--- src/rtl/tpu_pkg.sv ---
// tpu_pkg: shared state encoding and defaults for the TPU datapath blocks
package tpu_pkg;
  typedef enum logic [1:0] {ST_IDLE = 2'd0, ST_STREAM = 2'd1, ST_FLUSH = 2'd2} state_t;
  localparam int DEF_DW = 8;
endpackage

--- src/rtl/systolic_act_skewer_if.sv ---
// systolic_act_skewer_if: activation input handshake and skewed array-edge outputs
interface systolic_act_skewer_if import tpu_pkg::*; #(
  parameter int N = 4,
  parameter int DW = DEF_DW
);
  logic in_valid, in_ready, in_last, busy, done;
  logic [N*DW-1:0] in_data, out_data;
  modport master(output in_valid, in_data, in_last, input in_ready, out_data, busy, done);
  modport slave(input in_valid, in_data, in_last, output in_ready, out_data, busy, done);
endinterface

--- src/rtl/systolic_act_skewer_fifo.sv ---
// sync_fifo: first-word-fall-through FIFO; push ignored when full, pop ignored when empty
module sync_fifo #(
  parameter int W = 8,
  parameter int DEPTH = 4
) (
  input  logic         clk,
  input  logic         rst,
  input  logic         push,
  input  logic         pop,
  input  logic [W-1:0] din,
  output logic [W-1:0] dout,
  output logic         full,
  output logic         empty
);
  localparam int AW = $clog2(DEPTH);
  logic [W-1:0] mem [DEPTH];
  logic [AW:0] wp, rp;
  logic do_push;
  assign do_push = push && !full;
  assign empty = wp == rp;
  assign full = wp == {~rp[AW], rp[AW-1:0]};
  assign dout = mem[rp[AW-1:0]];
  always_ff @(posedge clk)
    if (do_push) mem[wp[AW-1:0]] <= din;
  always_ff @(posedge clk or posedge rst)
    if (rst) begin
      wp <= '0;
      rp <= '0;
    end else begin
      if (do_push) wp <= wp + (AW+1)'(1);
      if (pop && !empty) rp <= rp + (AW+1)'(1);
    end
endmodule

--- src/rtl/systolic_act_skewer.sv ---
// systolic_act_skewer: buffers activation vectors and issues them diagonally skewed
// into the left edge of the PE array, draining each batch with N-1 zero cycles.
module systolic_act_skewer import tpu_pkg::*; #(
  parameter int N = 4,
  parameter int DW = DEF_DW,
  parameter int DEPTH = 4
) (
  input logic clk,
  input logic rst,
  systolic_act_skewer_if.slave io
);
  localparam int W = N*DW+1;
  localparam int CW = N > 1 ? $clog2(N) : 1;
  state_t state, state_n;
  logic [CW-1:0] cnt, cnt_n;
  logic [W-1:0] head;
  logic full, empty, pop, last_pop, done_q, done_n;
  logic [N*DW-1:0] issue, out_q;
  sync_fifo #(.W(W), .DEPTH(DEPTH)) u_fifo (
    .clk(clk),
    .rst(rst),
    .push(io.in_valid && !full),
    .pop(pop),
    .din({io.in_last, io.in_data}),
    .dout(head),
    .full(full),
    .empty(empty)
  );
  always_comb begin
    pop = !empty && state != ST_FLUSH;
    last_pop = pop && head[W-1];
    issue = pop ? head[W-2:0] : '0;
    state_n = state == ST_FLUSH ? (cnt == CW'(1) ? ST_IDLE : ST_FLUSH)
            : last_pop ? (N == 1 ? ST_IDLE : ST_FLUSH)
            : pop ? ST_STREAM : state;
    cnt_n = (state != ST_FLUSH && state_n == ST_FLUSH) ? CW'(N-1)
          : state == ST_FLUSH ? cnt - CW'(1) : cnt;
    done_n = (state == ST_FLUSH && cnt == CW'(1)) || (last_pop && N == 1);
  end
  always_ff @(posedge clk or posedge rst)
    if (rst) begin
      state <= ST_IDLE;
      cnt <= '0;
      done_q <= 1'b0;
    end else begin
      state <= state_n;
      cnt <= cnt_n;
      done_q <= done_n;
    end
  // lane i carries i extra registers so row i lags row 0 by i cycles
  for (genvar i = 0; i < N; i++) begin : g_lane
    logic [DW-1:0] sr [i+1];
    always_ff @(posedge clk or posedge rst)
      if (rst) sr <= '{default: '0};
      else begin
        sr[0] <= issue[i*DW +: DW];
        for (int k = 1; k <= i; k++) sr[k] <= sr[k-1];
      end
    assign out_q[i*DW +: DW] = sr[i];
  end
  assign io.out_data = out_q;
  assign io.in_ready = !full;
  assign io.busy = state != ST_IDLE;
  assign io.done = done_q;
endmodule

--- src/flat_wrapper.sv ---
// flat-port wrapper written by rule: the top's interface ports become plain ports
module systolic_act_skewer_flat import tpu_pkg::*;
#(
  parameter int N = 4,
  parameter int DW = DEF_DW,
  parameter int DEPTH = 4
)
  (clk, rst, io_in_valid, io_in_data, io_in_last, io_in_ready, io_out_data, io_busy, io_done);
  systolic_act_skewer_if #(.N(N), .DW(DW)) io_i ();
  input logic clk;
  input logic rst;
  input wire logic [$bits(io_i.in_valid)-1:0] io_in_valid;
  input wire logic [$bits(io_i.in_data)-1:0] io_in_data;
  input wire logic [$bits(io_i.in_last)-1:0] io_in_last;
  output wire logic [$bits(io_i.in_ready)-1:0] io_in_ready;
  output wire logic [$bits(io_i.out_data)-1:0] io_out_data;
  output wire logic [$bits(io_i.busy)-1:0] io_busy;
  output wire logic [$bits(io_i.done)-1:0] io_done;
  assign io_i.in_valid = io_in_valid;
  assign io_i.in_data = io_in_data;
  assign io_i.in_last = io_in_last;
  assign io_in_ready = io_i.in_ready;
  assign io_out_data = io_i.out_data;
  assign io_busy = io_i.busy;
  assign io_done = io_i.done;
  systolic_act_skewer #(.N(N), .DW(DW), .DEPTH(DEPTH)) u_core (.clk(clk), .rst(rst), .io(io_i));
endmodule
--- config.mk ---
export PLATFORM = sky130hd
export DESIGN_NAME = systolic_act_skewer_flat
export DESIGN_NICKNAME = d
export VERILOG_FILES = /design/src/rtl/tpu_pkg.sv /design/src/rtl/systolic_act_skewer_if.sv /design/src/rtl/systolic_act_skewer_fifo.sv /design/src/rtl/systolic_act_skewer.sv /design/src/flat_wrapper.sv
export SDC_FILE = /design/constraint.sdc
export NUM_CORES = 1
export LEC_CHECK = 0
export ABC_AREA = 1
export CAP_MARGIN = 25
export CELL_PAD_IN_SITES_DETAIL_PLACEMENT = 1
export CELL_PAD_IN_SITES_GLOBAL_PLACEMENT = 2
export CORE_UTILIZATION = 44
export DETAILED_ROUTE_END_ITERATION = 12
export DONT_BUFFER_PORTS = 1
export PLACE_DENSITY_LB_ADDON = 0.1
export SKIP_CTS_REPAIR_TIMING = 1
export SYNTH_ARGS = -nofsm -noshare
export SYNTH_HDL_FRONTEND = slang
export SYNTH_SLANG_ARGS = --single-unit
export TNS_END_PERCENT = 10
--- constraint.sdc ---
create_clock -name clk -period 3.9 [get_ports clk]
set_input_delay 0.78 -clock clk [delete_from_list [all_inputs] [get_ports clk]]
set_output_delay 0.78 -clock clk [all_outputs]
set_load 0.02 [all_outputs]
# [Yosys cells after proc, flatten, opt, wreduce, memory -nomap -nowiden]
# Memory sizes are Yosys's and may differ from the RTL's.
# Cells that the tools add are included.
[word_totals] ff_bits=91 latchBits=0 ramBits=132 mem_bits_ro=0 input_bits=36 output_inout_bits=35 word_cells=46 mem_count=1
[classes] addsub=3 mul=0 n_div=0 n_lt_le_gt_ge=0 eq_ne=6 shifts=0 muxes=9 bitwise_logic=1 n_reduce_logical=11
[memory_table] memory="u_core.u_fifo.mem" depth=4 width=33 rd=1 rd_clocked_by_memory_dff=0 write_ports=1 line_no="systolic_act_skewer_fifo.sv:16" rtl="logic [W-1:0] mem [DEPTH];"
[op_table] cell="32-bit two-way mux" n=1
[op_table] cell="2-bit two-way mux" n=6
[op_table] cell="1-bit logical AND" n=7
[op_table] cell="3-bit by 1-bit adder with 3-bit output, second input constant" n=2
[op_table] cell="3-bit == test" n=2
[op_table] cell="2-bit == test, second input constant" n=2
[op_table] cell="2-bit nonzero test" n=2
[op_table] cell="2-bit by 1-bit == test with 1-bit output, second input constant" n=1
[op_table] cell="1-bit zero test" n=2
[op_table] cell="1-bit two-way mux" n=2
[op_table] cell="2-bit != test, second input constant" n=1
[op_table] cell="2-bit by 1-bit subtractor with 2-bit output, second input constant" n=1
[op_table] cell="1-bit inverter" n=1

# [Logic depth before layout (Yosys ltp)]
# Gate-level depths: netlist of the first run.
[depth] word_depth=9 mapped_depth=9 mapped_depth_nobuf=8

# [By module]
# A second synthesis of the first run with hierarchy kept.
[unflattened] hier_cells=589 area_unflattened_um2=8170.3
[modules_own_cells] module="sync_fifo" n_inst=1 cells_each=382 area_per_inst_um2=5325.1
[modules_own_cells] module="systolic_act_skewer" n_inst=1 cells_each=207 area_per_inst_um2=2845.2

# [Worst setup path after synthesis of the first run]
# Ideal clock, no wire load.
[synth_path] path_type="flip-flop to flip-flop" start="register u_core.u_fifo.rp[0]" end="memory u_core.u_fifo.mem[0][0] in the netlist's numbering, enable pin" setup_time_ns=0.423 arrival_ns=2.622 required_ns=3.477 slack_ns=0.855 path_stages_with_launch=8 path_buffers=1 cell_sequence="dfrtp_1 > inv_2 > buf_2 > nand2_1 > nand2_1 > nand3_1 > nand2_1 > nor2_1"
[synth_between] elab_chain_cells=6
[synth_rtl] item="start: declaration" line_no="systolic_act_skewer_fifo.sv:17" rtl="logic [AW:0] wp, rp;"
[synth_rtl] item="start signal: assignment" line_no="systolic_act_skewer_fifo.sv:31" rtl="if (pop && !empty) rp <= rp + (AW+1)'(1);"
[synth_rtl] item="3-bit == test (*)" line_no="systolic_act_skewer_fifo.sv:21" rtl="assign full = wp == {~rp[AW], rp[AW-1:0]};"
[synth_rtl] item="1-bit zero test (*)"
[synth_rtl] item="named net io_in_ready" line_no="flat_wrapper.sv:15" rtl="output wire logic [$bits(io_i.in_ready)-1:0] io_in_ready;"
[synth_rtl] item="1-bit logical AND" line_no="systolic_act_skewer.sv:22" rtl=".push(io.in_valid && !full),"
[synth_rtl] item="1-bit logical AND (*)" line_no="systolic_act_skewer_fifo.sv:19" rtl="assign do_push = push && !full;"
[synth_rtl] item="1-bit two-way mux (*)" line_no="systolic_act_skewer_fifo.sv:24" rtl="if (do_push) mem[wp[AW-1:0]] <= din;"
[synth_rtl] item="1-bit two-way mux (not written as such) (*)" line_no="systolic_act_skewer_fifo.sv:24"
[synth_rtl] item="end: declaration" line_no="systolic_act_skewer_fifo.sv:16"
# Mark *: on every way through the listed nets, which the timed path passes. The rest lies on a longest branch.

# [Final worst setup path of the first run]
[layout_path] start="register u_core.u_fifo.rp[1]" end="memory u_core.u_fifo.mem[2][14] in the netlist's numbering, enable pin"
# Same word-level chain as after synthesis.

==> impl_metrics.toml, run 1 <==
[status]
outcome = "complete, no violations"

[grt]
antenna_found_initial = 0
grt_max_degree = 68
grt_pass1_wl_mm = 24.83
gr-total-overflow = 0
grt_pass1_vias = 4540
grt_usage = 0.1763

[power_and_ir_drop]
vdd_drop_max_v = 0.0005458
cellLeakagePower_uw = 0.003439
powerDensity_nw_per_um2 = 883.8

[routing]
dr_wl_met3_um = 696
vias = 4095
dr_wl_met2_mm = 7.733
totalWireLength_mm = 15.37
drt_pass1_iterations = 5
highest_layer = "met4"
drc_errors = 0
dr.first_iter.drc_count = 214
viasPerCell = 5.068
wl_met1_mm = 6.672
drtAntennaViolNets = 0
post_drt_wl_per_cell_um = 19.02

[place]
port_buffers = 0
dpl.hpwl_mm = 9.200
gp_congestion = 0.6988
preCtsSetupSlack_ps = 1295

[clock_tree]
numCtsBuffers = 24
clkSinkCount = 223
clockBufferDepth = 3
cts_tree = "built"
clockRootBuffer = "clkbuf_16"
clock_latency_ps = 510
clk_pin_slew_ps = 60
htree_num_levels = 1

[cells_and_area]
nFillCells = 1729
area_delta_synth_final_pct = 12.47
nNetsFinal = 607
n_antenna_cell = 0
drive_gt1_frac = 0.1372

[setup_path]
slowest_delay_ps = 590
critPathBufInv = 2
arrival_ps = 2780
endpoint_kind = "flop"
start_kind = "flop"
rr_worst_depth = 7
path_max_fanout = 19
crit_family = "simple AND/OR/NAND/NOR gates"
cp.required_ps = 4110
path_class = "reg -> reg"
critPathSlowestCell = "nor2_4"
path_common_cell = "nand2_1"
cp_num_cells = 7
cp_cell_sequence = "inv_2 > nand2_1 > nand2_1 > nand3_1 > nand2_1 > nor2_4 > buf_16"

[worst_hold_path]
min_path_type = "in -> async"

[synthesis]
synthesis.nets = 619
syn_inst = 577
synth_area_leader_cell = "edfxtp_1"
synth_ff_type = "edfxtp_1"
syn_avg_cell_area_um2 = 13.84
synth_edf_count = 132
synth_most_common_cell = "nor2_1"
ys_ff_latch = 223
synth_cell_type_count = 19
yosys.area.top_type_share = 0.4965
synthArstFlopShare = 0.4081
syn_area_um2 = 7984
synth-seq-area-share = 0.7817
ys_warn_count = 0
yosys-top-cells-area = "edfxtp_1 (50%), dfrtp_1 (29%), nor2_1 (6.4%)"
yosys-top-cells-count = "nor2_1 (137), edfxtp_1 (132), dfrtp_1 (91), o21ai_0 (66), nand2_1 (27)"

[floorplan]
rows = 48
die-area_um2 = 18690
dieHeight_um = 136.7
die_w_um = 136.7
ioPinCount = 71
initial_utilization = 0.4553
core_um2 = 17540

[timing]
fmax_mhz = 389.1
slew_headroom = 0.4916
maxSlewViolCount = 0
period_share = 0.6590
grt_setup_unrepaired = "no"
setup_viol = 0
finalWorstSetupSlack_ps = 1330
post-route-min-period_ps = 2570
skew_ps = 13.11
final.setup.tns_ps = 0
finalHoldViolations = 0
worst_pin_slew_ps = 759.9

[run]
maxCapViolCount = 0
-- kinds of logic (layout without fill, tap and decap cells) --
kind of cell / Yosys count / count (layout) / share of synthesized area
flip-flops: 223 / 223 / 0.7817
AND/OR/NAND/NOR: 173 / 173 / 0.08369
AO/OA/AOI/OAI: 100 / 100 / 0.07209
buffers and inverters: 71 / 77 / 0.04874
adder cells (fa/ha/maj): 6 / 6 / 0.009403
XOR/XNOR: 4 / 4 / 0.004389
-- flip-flops by register name (all words and copies together) (netlist names) --
name                count
u_core.cnt              2
u_core.io.done          1
u_core.g_lane.sr       56
u_core.u_fifo.mem     132
u_core.state            2
u_core.u_fifo.rp        3
u_core.u_fifo.wp        3
u_core.io.out_data     24
-- layer usage --
layer | global-route usage | up-vias
li1 | - | 1907
met4 | 0.04383 | 0
met3 | 0.04148 | 22
met5 | 0 | -
met2 | 0.3071 | 75
met1 | 0.2208 | 2091
-- worst paths after layout --
kind / slack [ps] / from / endpoint
setup / recovery: 1330 / u_core.u_fifo.rp[1] / u_core.u_fifo.mem[2][14]
hold / removal: 210 / rst / u_core.g_lane[3].sr[9]
setup reg to reg: 1330 / u_core.u_fifo.rp[1] / u_core.u_fifo.mem[2][14]
hold reg to reg: 350 / u_core.g_lane[2].sr[16] / u_core.g_lane[2].sr[8]
max in group asynchronous: 2800 / rst / u_core.io.out_data[13]
min in group clk: 350 / u_core.g_lane[2].sr[16] / u_core.g_lane[2].sr[8]
-- layout make-up --
class | count | area (um2) | area share
sequential | 223 | 6243 | 0.6953
multi-input combinational | 283 | 1386 | 0.1544
clock buffer | 32 | 671.9 | 0.07482
tap | 225 | 281.5 | 0.03135
inverter | 22 | 85.08 | 0.009475
clock inverter | 12 | 163.9 | 0.01825
timing repair buffer | 11 | 147.6 | 0.01644
-- report_power, final --
part	internal, uW	switching [uW]
Clock	1470	878
Sequential	3280	441
Combinational	572	1300
-- through the flow --
stage | area [um2] | hold slack, ps | total power (uW) | util | cells
after floorplan | 7984 | 331.2 | 5210 | - | 577
after global placement | 8049 | 331.5 | 5562 | 0.4590 | 760
after detailed placement | 8144 | 336.3 | 5684 | 0.4644 | 764
after CTS | 8980 | 214.1 | 8066 | 0.5121 | 808
after global routing | 8980 | 245.0 | 8435 | 0.5121 | 808
final | 8980 | 206.5 | 7936 | 0.5121 | 808
-- layout by cell type (no fill, tap or decap) --
cell type and instances:
inv_4 1, edfxtp_1 132, nand2_1 26, nand3_1 6, xnor2_1 2, a21oi_1 14
bufinv_16 4, buf_4 7, inv_2 2, xor2_1 2, inv_1 19, nand2_2 1
nor2_4 4, ha_1 6, or2_2 2, dfrtp_1 89, clkinv_2 2, clkinvlp_4 3
dfrtp_2 2, nor2_1 133, clkbuf_16 25, nand3_2 1, o21ai_0 66, buf_16 2
a21oi_2 20, clkbuf_1 5, clkbuf_8 2, clkinv_1 3, buf_12 2
Note: power is estimated with default switching activity, not from simulation.
==> inputs of run 2 (changes only) <==
--- a/config.mk
+++ b/config.mk
@@ -9,7 +9,7 @@
 export CAP_MARGIN = 25
 export CELL_PAD_IN_SITES_DETAIL_PLACEMENT = 1
 export CELL_PAD_IN_SITES_GLOBAL_PLACEMENT = 2
-export CORE_UTILIZATION = 44
+export CORE_UTILIZATION = 40
 export DETAILED_ROUTE_END_ITERATION = 12
 export DONT_BUFFER_PORTS = 1
 export PLACE_DENSITY_LB_ADDON = 0.1
==> constraint.sdc (replaced) <==
create_clock -name clk -period 2.15 [get_ports clk]
set_input_delay 0.43 -clock clk [delete_from_list [all_inputs] [get_ports clk]]
set_output_delay 0.43 -clock clk [all_outputs]
set_load 0.02 [all_outputs]
==> impl_metrics.toml, run 2 (synthesis gave the netlist of run 1 again) <==
[place]
port_buffers = 0
placedCellCount = 808
gp_congestion = 0.7639
dpl.hpwl_mm = 9.165
place_area_um2 = 8225

[routing]
viasPerCell = 4.753
dr_wl_met2_mm = 8.072
post_drt_wl_per_cell_um = 18.26
dr.first_iter.drc_count = 172
drtAntennaViolNets = 0
totalWireLength_mm = 16.24
wl_met1_mm = 7.246
vias = 4225
drc_errors = 0
highest_layer = "met4"
drt_pass1_iterations = 4
dr_wl_met3_um = 527

[setup_path]
path_class = "reg -> out"
critPathSlowestCell = "dfrtp_1"
start_kind = "flop"
cp_cell_sequence = "inv_1 > nand2_1 > nand2_1 > nand3_1 > buf_4"
slowest_delay_ps = 410
cp.required_ps = 1720
path_common_cell = "nand2_1"
path_max_fanout = 4
arrival_ps = 1540
endpoint_kind = "output port"

[floorplan]
die-area_um2 = 20530
core_um2 = 19530
initial_utilization = 0.4089
ioPinCount = 71
dieHeight_um = 143.3
rows = 51
die_w_um = 143.3

[grt]
antenna_found_initial = 0
gr-total-overflow = 0
grt_max_degree = 68
grt_pass1_wl_mm = 25.18
grt_pass1_vias = 4435
grt_usage = 0.1646

[power_and_ir_drop]
vdd_drop_max_v = 0.0007280
powerDensity_nw_per_um2 = 1527
cellLeakagePower_uw = 0.003609

[timing]
worst_hold_slack_ps = 20.79
worst_pin_slew_ps = 768.5
skew_ps = 6.958
post-route-min-period_ps = 1969
maxSlewViolCount = 0
finalHoldViolations = 0
setup_viol = 0
fmax_mhz = 507.8
slew_headroom = 0.4877
grt_setup_unrepaired = "no"
period_share = 0.9160

[clock_tree]
clockRootBuffer = "clkbuf_16"
clkSinkCount = 223
numCtsBuffers = 24
clock_latency_ps = 510
htree_num_levels = 1
cts_tree = "built"
clockBufferDepth = 3
clk_pin_slew_ps = 60

[cells_and_area]
stdcell_count = 889
n_antenna_cell = 0
nNetsFinal = 648
area_delta_synth_final_pct = 17.74
mostFrequentLayoutCell = "nor2_1"
largest_reg_flops = 132
fin_area_um2 = 9400
final_cell_mix = "nor2_1 (133), edfxtp_1 (132), dfrtp_1 (89)"
utilization = 0.4814
drive_gt1_frac = 0.1378
nFillCells = 1926

[worst_hold_path]
min_path_type = "in -> reg"

[run]
maxCapViolCount = 0

[status]
outcome = "complete, no violations"
==> run 2: where the power goes <==
part           internal, uW  switching (uW)
combinational          1150            2450
sequential             5940             771
clock                  2470            1580
==> run 2: area by class of cell <==
type | instances | area (um2) | area share
sequential | 223 | 6243 | 0.6642
clock buffer | 39 | 780.7 | 0.08306
tap | 265 | 331.6 | 0.03527
multi-input combinational | 283 | 1389 | 0.1477
clock inverter | 5 | 23.77 | 0.002529
inverter | 22 | 86.33 | 0.009184
timing repair buffer | 52 | 545.5 | 0.05803
==> run 2: layer usage <==
metal	GRT usage	vias up
li1	-	1989
met1	0.2079	2151
met2	0.2832	59
met3	0.03689	26
met4	0.04759	0
met5	0	-
==> run 2: path summary, 6_finish.rpt <==
path                                    startpoint                        to  slack [ps]  depth (start not counted)
max reg2reg                    u_core.u_fifo.wp[0]  u_core.u_fifo.mem[2][16]         340                          7
min in group asynchronous                      rst   u_core.g_lane[2].sr[10]         550                          3
max                            u_core.u_fifo.wp[0]               io_in_ready         180                          5
min                                 io_in_data[17]  u_core.u_fifo.mem[1][17]          20                          0
min reg2reg                u_core.g_lane[2].sr[13]    u_core.io.out_data[21]         350                          0
max in group asynchronous                      rst   u_core.g_lane[1].sr[12]        1090                          3
==> run 2: per-stage QoR <==
stage / setup WS [ps] / TNS [ps] / total power [uW]
final: 180.7 / 0 / 14360
after global routing: 68.38 / 0 / 15290
after CTS: 152.3 / 0 / 14560
after detailed placement: 330.6 / 0 / 10430
after global placement: 360.6 / 0 / 10330
after floorplan: -341.6 / -33820 / 9461
==> run 2: critical path, delay by kind of cell, from the launching register on <==
kind	cells	cell delay [ps]
simple gates	3	290
buf+inv	2	330
flops	1	410
